File: src/rtl/dump_pkg.sv
// Shared types and defaults for the register dump unit.
package dump_pkg;

  typedef enum logic [1:0] {
    IDLE  = 2'd0,
    LATCH = 2'd1,
    SEND  = 2'd2,
    DONE  = 2'd3
  } dump_state_t;

  localparam int NUM_REGS_DEFAULT      = 32;
  localparam int BYTES_PER_REG_DEFAULT = 4;

endpackage

File: src/rtl/register_dump_unit_word_serializer.sv
// Loads one register word and emits it LSB-first as bytes over valid/ready.
module word_serializer
  import dump_pkg::*;
#(
  parameter int WIDTH  = 32,
  parameter int NBYTES = BYTES_PER_REG_DEFAULT
) (
  input  logic             clk,
  input  logic             rst_n,
  input  logic             flush_i,
  input  logic             load_i,
  input  logic [WIDTH-1:0] data_i,
  input  logic             ready_i,
  output logic [7:0]       byte_o,
  output logic             valid_o,
  output logic             fire_o,
  output logic             last_o
);

  localparam int CNT_W = (NBYTES > 1) ? $clog2(NBYTES) : 1;

  logic [WIDTH-1:0] shift_q, shift_d;
  logic [CNT_W-1:0] cnt_q, cnt_d;
  logic             valid_q, valid_d;

  assign byte_o  = shift_q[7:0];
  assign valid_o = valid_q;
  assign fire_o  = valid_q && ready_i;
  assign last_o  = (cnt_q == CNT_W'(NBYTES - 1));

  always_comb begin
    shift_d = shift_q;
    cnt_d   = cnt_q;
    valid_d = valid_q;
    if (load_i) begin
      shift_d = data_i;
      cnt_d   = '0;
      valid_d = 1'b1;
    end else if (fire_o) begin
      shift_d = shift_q >> 8;
      if (last_o) begin
        // valid drops only here, so a presented byte is never withdrawn
        cnt_d   = '0;
        valid_d = 1'b0;
      end else begin
        cnt_d = cnt_q + 1'b1;
      end
    end
  end

  always_ff @(posedge clk) begin
    if (!rst_n || flush_i) begin
      shift_q <= '0;
      cnt_q   <= '0;
      valid_q <= 1'b0;
    end else begin
      shift_q <= shift_d;
      cnt_q   <= cnt_d;
      valid_q <= valid_d;
    end
  end

endmodule

File: src/rtl/register_dump_unit.sv
// Walks x0..x(NUM_REGS-1) on the debug read port and streams each word to the UART.
//   state | meaning
//   IDLE  | waiting for dump_start_i
//   LATCH | debug address driven, word captured into the serializer
//   SEND  | bytes of the current word handed to the transmitter
//   DONE  | one-cycle completion pulse
module register_dump_unit
  import dump_pkg::*;
#(
  parameter int NUM_REGS  = NUM_REGS_DEFAULT,
  parameter int REG_WIDTH = 32
) (
  input  logic                 clk,
  input  logic                 rst_n,
  input  logic                 soft_reset_i,
  input  logic                 dump_start_i,
  output logic                 busy_o,
  output logic                 done_o,
  output logic [4:0]           rs_dbg_addr_o,
  input  logic [REG_WIDTH-1:0] rs_dbg_data_i,
  output logic [7:0]           tx_data_o,
  output logic                 tx_valid_o,
  input  logic                 tx_ready_i
);

  localparam int         BYTES_PER_REG = REG_WIDTH / 8;
  localparam logic [4:0] LAST_IDX      = 5'(NUM_REGS - 1);

  dump_state_t state_q, state_d;
  logic [4:0]  reg_idx_q, reg_idx_d;
  logic        load;
  logic        fire;
  logic        last_byte;

  word_serializer #(
    .WIDTH  (REG_WIDTH),
    .NBYTES (BYTES_PER_REG)
  ) u_ser (
    .clk     (clk),
    .rst_n   (rst_n),
    .flush_i (soft_reset_i),
    .load_i  (load),
    .data_i  (rs_dbg_data_i),
    .ready_i (tx_ready_i),
    .byte_o  (tx_data_o),
    .valid_o (tx_valid_o),
    .fire_o  (fire),
    .last_o  (last_byte)
  );

  assign rs_dbg_addr_o = reg_idx_q;

  always_ff @(posedge clk) begin
    if (!rst_n || soft_reset_i) begin
      state_q   <= IDLE;
      reg_idx_q <= '0;
    end else begin
      state_q   <= state_d;
      reg_idx_q <= reg_idx_d;
    end
  end

  always_comb begin
    state_d   = state_q;
    reg_idx_d = reg_idx_q;
    unique case (state_q)
      IDLE: begin
        if (dump_start_i) begin
          reg_idx_d = '0;
          state_d   = LATCH;
        end
      end
      LATCH: state_d = SEND;
      SEND: begin
        if (fire && last_byte) begin
          // DONE is taken at the last index, so reg_idx never wraps
          if (reg_idx_q == LAST_IDX) begin
            state_d = DONE;
          end else begin
            reg_idx_d = reg_idx_q + 5'd1;
            state_d   = LATCH;
          end
        end
      end
      DONE:    state_d = IDLE;
      default: state_d = IDLE;
    endcase
  end

  always_comb begin
    busy_o = (state_q != IDLE);
    done_o = (state_q == DONE);
    load   = (state_q == LATCH);
  end

endmodule
File: config.mk
export PLATFORM = sky130hd
export DESIGN_NAME = register_dump_unit
export DESIGN_NICKNAME = d
export VERILOG_FILES = /design/src/rtl/dump_pkg.sv /design/src/rtl/register_dump_unit_word_serializer.sv /design/src/rtl/register_dump_unit.sv
export SDC_FILE = /design/constraint.sdc
export NUM_CORES = 1
export LEC_CHECK = 0
export CORE_UTILIZATION = 35
export CTS_BUF_LIST = sky130_fd_sc_hd__clkbuf_4 sky130_fd_sc_hd__clkbuf_8
export DETAILED_ROUTE_END_ITERATION = 12
export SYNTH_ARGS = -nofsm -noshare
export SYNTH_HDL_FRONTEND = slang
export SYNTH_SLANG_ARGS = --single-unit
File: constraint.sdc
create_clock -name clk -period 2.17 [get_ports clk]
set_clock_uncertainty 0.15 [all_clocks]
set_input_delay 0.3255 -clock clk [delete_from_list [all_inputs] [get_ports clk]]
set_output_delay 0.3255 -clock clk [all_outputs]
set_load 0.005 [all_outputs]
# Word level (Yosys, flattened, before mapping)
# Index checks and enable logic that the tools add are counted.
[classes]
addsub = 2
n_eq_ne = 8
mux = 14
reduce_logical = 13
[op_table]
columns = ["cell", "n"]
rows = [
  ["2-to-1 mux 32 bit", 2],
  ["2-to-1 mux 5 bit", 3],
  ["one-hot mux 5 bit (2 select lines)", 1],
  ["2-to-1 mux 2 bit", 4],
  ["one-hot mux 2 bit (4 select lines)", 1],
  ["nonzero test 2 bit", 4],
  ["== test 2 bit (second input constant)", 3],
  ["!= test 2 bit (second input constant)", 3],
  ["adder 5 x 1 -> 5 bit (second input constant)", 1],
  ["== test 5 bit (second input constant)", 1],
  ["AND reduction 2 bit", 2],
  ["AND reduction 4 bit", 1],
  ["2-to-1 mux 1 bit", 3],
  ["adder 2 x 1 -> 2 bit (second input constant)", 1],
  ["== test 2 x 1 -> 1 bit (second input constant)", 1],
  ["logical AND 1 bit", 2],
  ["logical NOT 2 bit", 1],
  ["OR reduction 2 bit", 1],
  ["logical NOT 1 bit", 1],
  ["logical OR 1 bit", 1],
]
[totals]
ff_bits = 42
in_bits = 37
output_inout_bits = 16
wordCells = 42

# Depth between registers and ports, before layout
[logic_depth]
depth_word = 4
ltp_mapped = 6
mapped_depth_nobuf = 6

# By module
# A second synthesis with hierarchy kept.
[hier_totals]
hier_cells = 243
hier_area_um2 = 2313.5
[modules_own_cells]
columns = ["mod", "n_inst", "cells_each", "area_each_um2", "seq_area_each_um2"]
rows = [
  ["word_serializer", 1, 194, 1861.8, 700.7],
  ["register_dump_unit", 1, 49, 451.7, 140.1],
]

# Worst setup path after synthesis
# Ideal clock, no wire load.
[synth_path]
path_type = "register to register"
startpoint = "register reg_idx_q[0] (netlist: rs_dbg_addr_o[0])"
endpoint = "register reg_idx_q[3] (netlist: rs_dbg_addr_o[3])"
setup_ns = 0.074
t_arrival_ns = 1.741
required_ns = 1.946
setup_slack_ns = 0.205
stages_incl_launch_ff = 7
path_buffers = 0
synth_period_minus_slack_ns = 1.965
cell_sequence = "dfxtp_1 > ha_1 > and3_1 > ha_1 > nand4b_1 > or4_1 > a31oi_1"
[synth_between]
elab_chain_cells = 4
[synth_lines]
columns = ["element", "line", "rtl"]
rows = [
  ["start: declaration", "register_dump_unit.sv:30", "logic [4:0] reg_idx_q, reg_idx_d;"],
  ["start signal: assignment", "register_dump_unit.sv:59", "reg_idx_q <= reg_idx_d;"],
  ["adder 5 x 1 -> 5 bit", "register_dump_unit.sv:80", "reg_idx_d = reg_idx_q + 5'd1;"],
  ["2-to-1 mux 5 bit", "register_dump_unit.sv:77", "if (reg_idx_q == LAST_IDX) begin"],
  ["2-to-1 mux 5 bit", "register_dump_unit.sv:75", "if (fire && last_byte) begin"],
  ["one-hot mux 5 bit (2 select lines)", "register_dump_unit.sv:66", "unique case (state_q)"],
]
# Several ways; a longest one is shown, not always the timed one. The select of a mux whose other input is x is not followed.
# A chain may end at the register's enable or synchronous reset.

# Worst setup path after layout
# Ends and elaborated chain as after synthesis.

==> results.txt <==
initial antenna violation count -> 0
total number of vias -> 1758
Lkg Pwr -> 0.867 nW
largest net degree at the start of global routing -> 57
yosys warns -> 0
antenna viol nets, final -> 0
via/cell ratio -> 5.04
Hold/Removal Path Class -> reg -> reg
status -> complete, no violations
sequential share of the synthesized area -> 43.3%
CTS root buf -> clkbuf_8
Setup crit end kind -> register
Slew Viols, Final -> 0
Critical Path Start Type -> register
Hold Vio Cnt, Final -> 0
PwrDens -> 606 nW/µm²
period utilisation layout -> 92.6%
DIE AREA -> 5850 µm²
RSZ-0062 raised after global routing -> no
CTS sink count -> 42
CP max stage cell -> or4_1
worst vdd ir -> 0.283 mV
n_diodes -> 0
dpl ws -> 176 ps
Die Y -> 76.5 µm
first-pass GRT wire length -> 7670 µm
Core Area -> 5240 µm²
CP Data Required Time -> 2240 ps
WS Path Type -> reg -> reg
#FFs+latches synth -> 42
setup ws final -> 160 ps
GRT Total Usage -> 16.3%
commonest cells after routing, fill and taps aside -> clkdlybuf4s50_1, dfxtp_1, nand2_1
Detailed Place HPWL -> 2890 µm
clock period minus worst slack -> 2010 ps
vias in the first global route -> 1688
Die W -> 76.5 µm
Non-Filler Instances -> 349
Post-Synthesis Cells -> 240
Routability Congestion -> 0.770
count of TritonRoute iterations in the first routing pass -> 4
Slew @ Worst Pin -> 380 ps
DR iter-0 viols -> 143
insertion delay to the later sink of the worst-skew pair -> 290 ps
worst path bufs/invs -> 0
met3 usage -> 3.71%
# resized after CTS -> 0
total power -> 1.57 mW
most frequent CP cell -> ha_1
CTS Buffer Depth -> 2
Mapped Area -> 1940 µm²
GR Util met1 -> 21.2%
Syn-to-layout area delta -> 34.0%
drt wl/cell -> 12.6 µm
GRT Max-Usage Layer -> met2
setup TNS -> 0 ps
Post-route DRC -> 0
crit-path max FO -> 5
met2 Use GR -> 25.6%
final net count -> 319
critical path's top delay family -> simple AND/OR/NAND/NOR gates
WL final -> 4410 µm
Post-Synthesis Mean Instance Area -> 8.09 µm²
TritonCTS Buffers -> 5
Cell Chain, Critical Path -> ha_1 > and3_1 > ha_1 > nand4b_1 > or4_1 > a31oi_1
Worst path max stage delay -> 490 ps
total gr overflow -> 0
Starting Density -> 37.1%
Reg clk slew, reported paths -> 70 ps
layout cells sized above 1 -> 6.81%
WP data arrival -> 2080 ps
Peak Freq -> 497 MHz
Placed Cells -> 342
maxcap violations -> 0
number of H-tree levels -> 2
number of port buffers -> 52
Rows -> 26
post-CTS setup buffer count -> 0
final setup fails -> 0
I/O pin total -> 53
CTS Hold Bufs -> 0
Slew HR -> 74.6%
Synthesized Nets -> 280
most common cell after layout, fill and taps aside -> clkdlybuf4s50_1
CTS tree -> built
Distinct cells, synth -> 31
-- worst register-to-register path, delay by kind of cell, from the launching register on --
kind | cells | cell delay, ps
AND/OR/NAND/NOR | 3 | 870
adder cells (fa/ha/maj) | 2 | 440
AO/OA/AOI/OAI | 1 | 150
flip-flops | 1 | 340
-- final timing paths --
kind              cells past startpoint  slack, ps                              to                           start
hold / removal                        2        320  u_ser.shift_q[24]$_SDFFE_PP0P_  u_ser.shift_q[24]$_SDFFE_PP0P_
setup reg to reg                      6        160   rs_dbg_addr_o[3]$_SDFFE_PP0P_   rs_dbg_addr_o[0]$_SDFFE_PP0P_
setup / recovery                      6        160   rs_dbg_addr_o[3]$_SDFFE_PP0P_   rs_dbg_addr_o[0]$_SDFFE_PP0P_
hold reg to reg                       2        320  u_ser.shift_q[24]$_SDFFE_PP0P_  u_ser.shift_q[24]$_SDFFE_PP0P_
-- layer usage --
layer	routed length, µm	vias to the layer above
met5	0	-
met4	56	0
met3	162	5
met2	1960	35
met1	2240	789
li1	-	929
-- logic make-up after synthesis --
logic type	after synthesis	synth area share (%)
adder cells (fa/ha/maj)	3	1.93
buffers and inverters	29	8.51
AND/OR/NAND/NOR	119	28.2
AO/OA/AOI/OAI	45	17.0
flip-flops	42	43.3
multiplexers	2	1.03
-- synth_stat cells --
| master | instances | area, µm² |
|---|---|---|
| a21oi_1 | 12 | 60.1 |
| a311oi_1 | 25 | 219 |
| a31oi_1 | 2 | 12.5 |
| and2_1 | 2 | 12.5 |
| and3_1 | 1 | 6.26 |
| and4b_1 | 1 | 10.0 |
| buf_1 | 4 | 15.0 |
| buf_2 | 9 | 45.0 |
| buf_4 | 10 | 75.1 |
| buf_6 | 1 | 11.3 |
| clkbuf_1 | 4 | 15.0 |
| dfxtp_1 | 42 | 841 |
| ha_1 | 3 | 37.5 |
| inv_1 | 1 | 3.75 |
| mux2i_1 | 2 | 20.0 |
| nand2_1 | 39 | 146 |
| nand2b_1 | 3 | 18.8 |
| nand2b_2 | 1 | 8.76 |
| nand3_1 | 33 | 165 |
| nand4_1 | 2 | 12.5 |
| nand4b_1 | 1 | 8.76 |
| nor2_1 | 27 | 101 |
| nor2b_1 | 3 | 18.8 |
| nor3_1 | 2 | 10.0 |
| o211ai_1 | 2 | 15.0 |
| o21ai_0 | 2 | 10.0 |
| o22ai_1 | 2 | 12.5 |
| or2_2 | 1 | 6.26 |
| or3_1 | 1 | 6.26 |
| or3b_2 | 1 | 8.76 |
| or4_1 | 1 | 7.51 |
-- per-stage QoR --
stage | instance area (µm²) | utilization [%] | hold WS (ps)
2_1_floorplan | 1940 | - | 298
3_3_place_gp | 2490 | 47.5 | 307
3_5_place_dp | 2490 | 47.5 | 309
4_1_cts | 2600 | 49.6 | 321
5_1_grt | 2600 | 49.6 | 342
6_report | 2600 | 49.6 | 320
-- power by group --
group	internal (mW)	leakage [nW]	switching, mW
sequential	0.784	0.340	0.00909
combinational	0.0936	0.470	0.0686
clock	0.368	0.0573	0.252
-- final cells by class --
class | instances | area, µm²
flip-flops and latches | 42 | 841
fillers | 528 | 2640
inverters | 1 | 3.75
clock inverters | 1 | 30.0
multi-input cells | 169 | 937
well taps | 70 | 87.6
repair buffers | 60 | 618
clock buffers | 6 | 82.6
-- flip-flops by register name, summed over array words and instances, names as in the netlist --
register and flops:
u_ser.cnt_q 2, state_q 2, u_ser.shift_q 32, rs_dbg_addr_o 5, u_ser.valid_o 1
(Power assumes the default switching activity.)
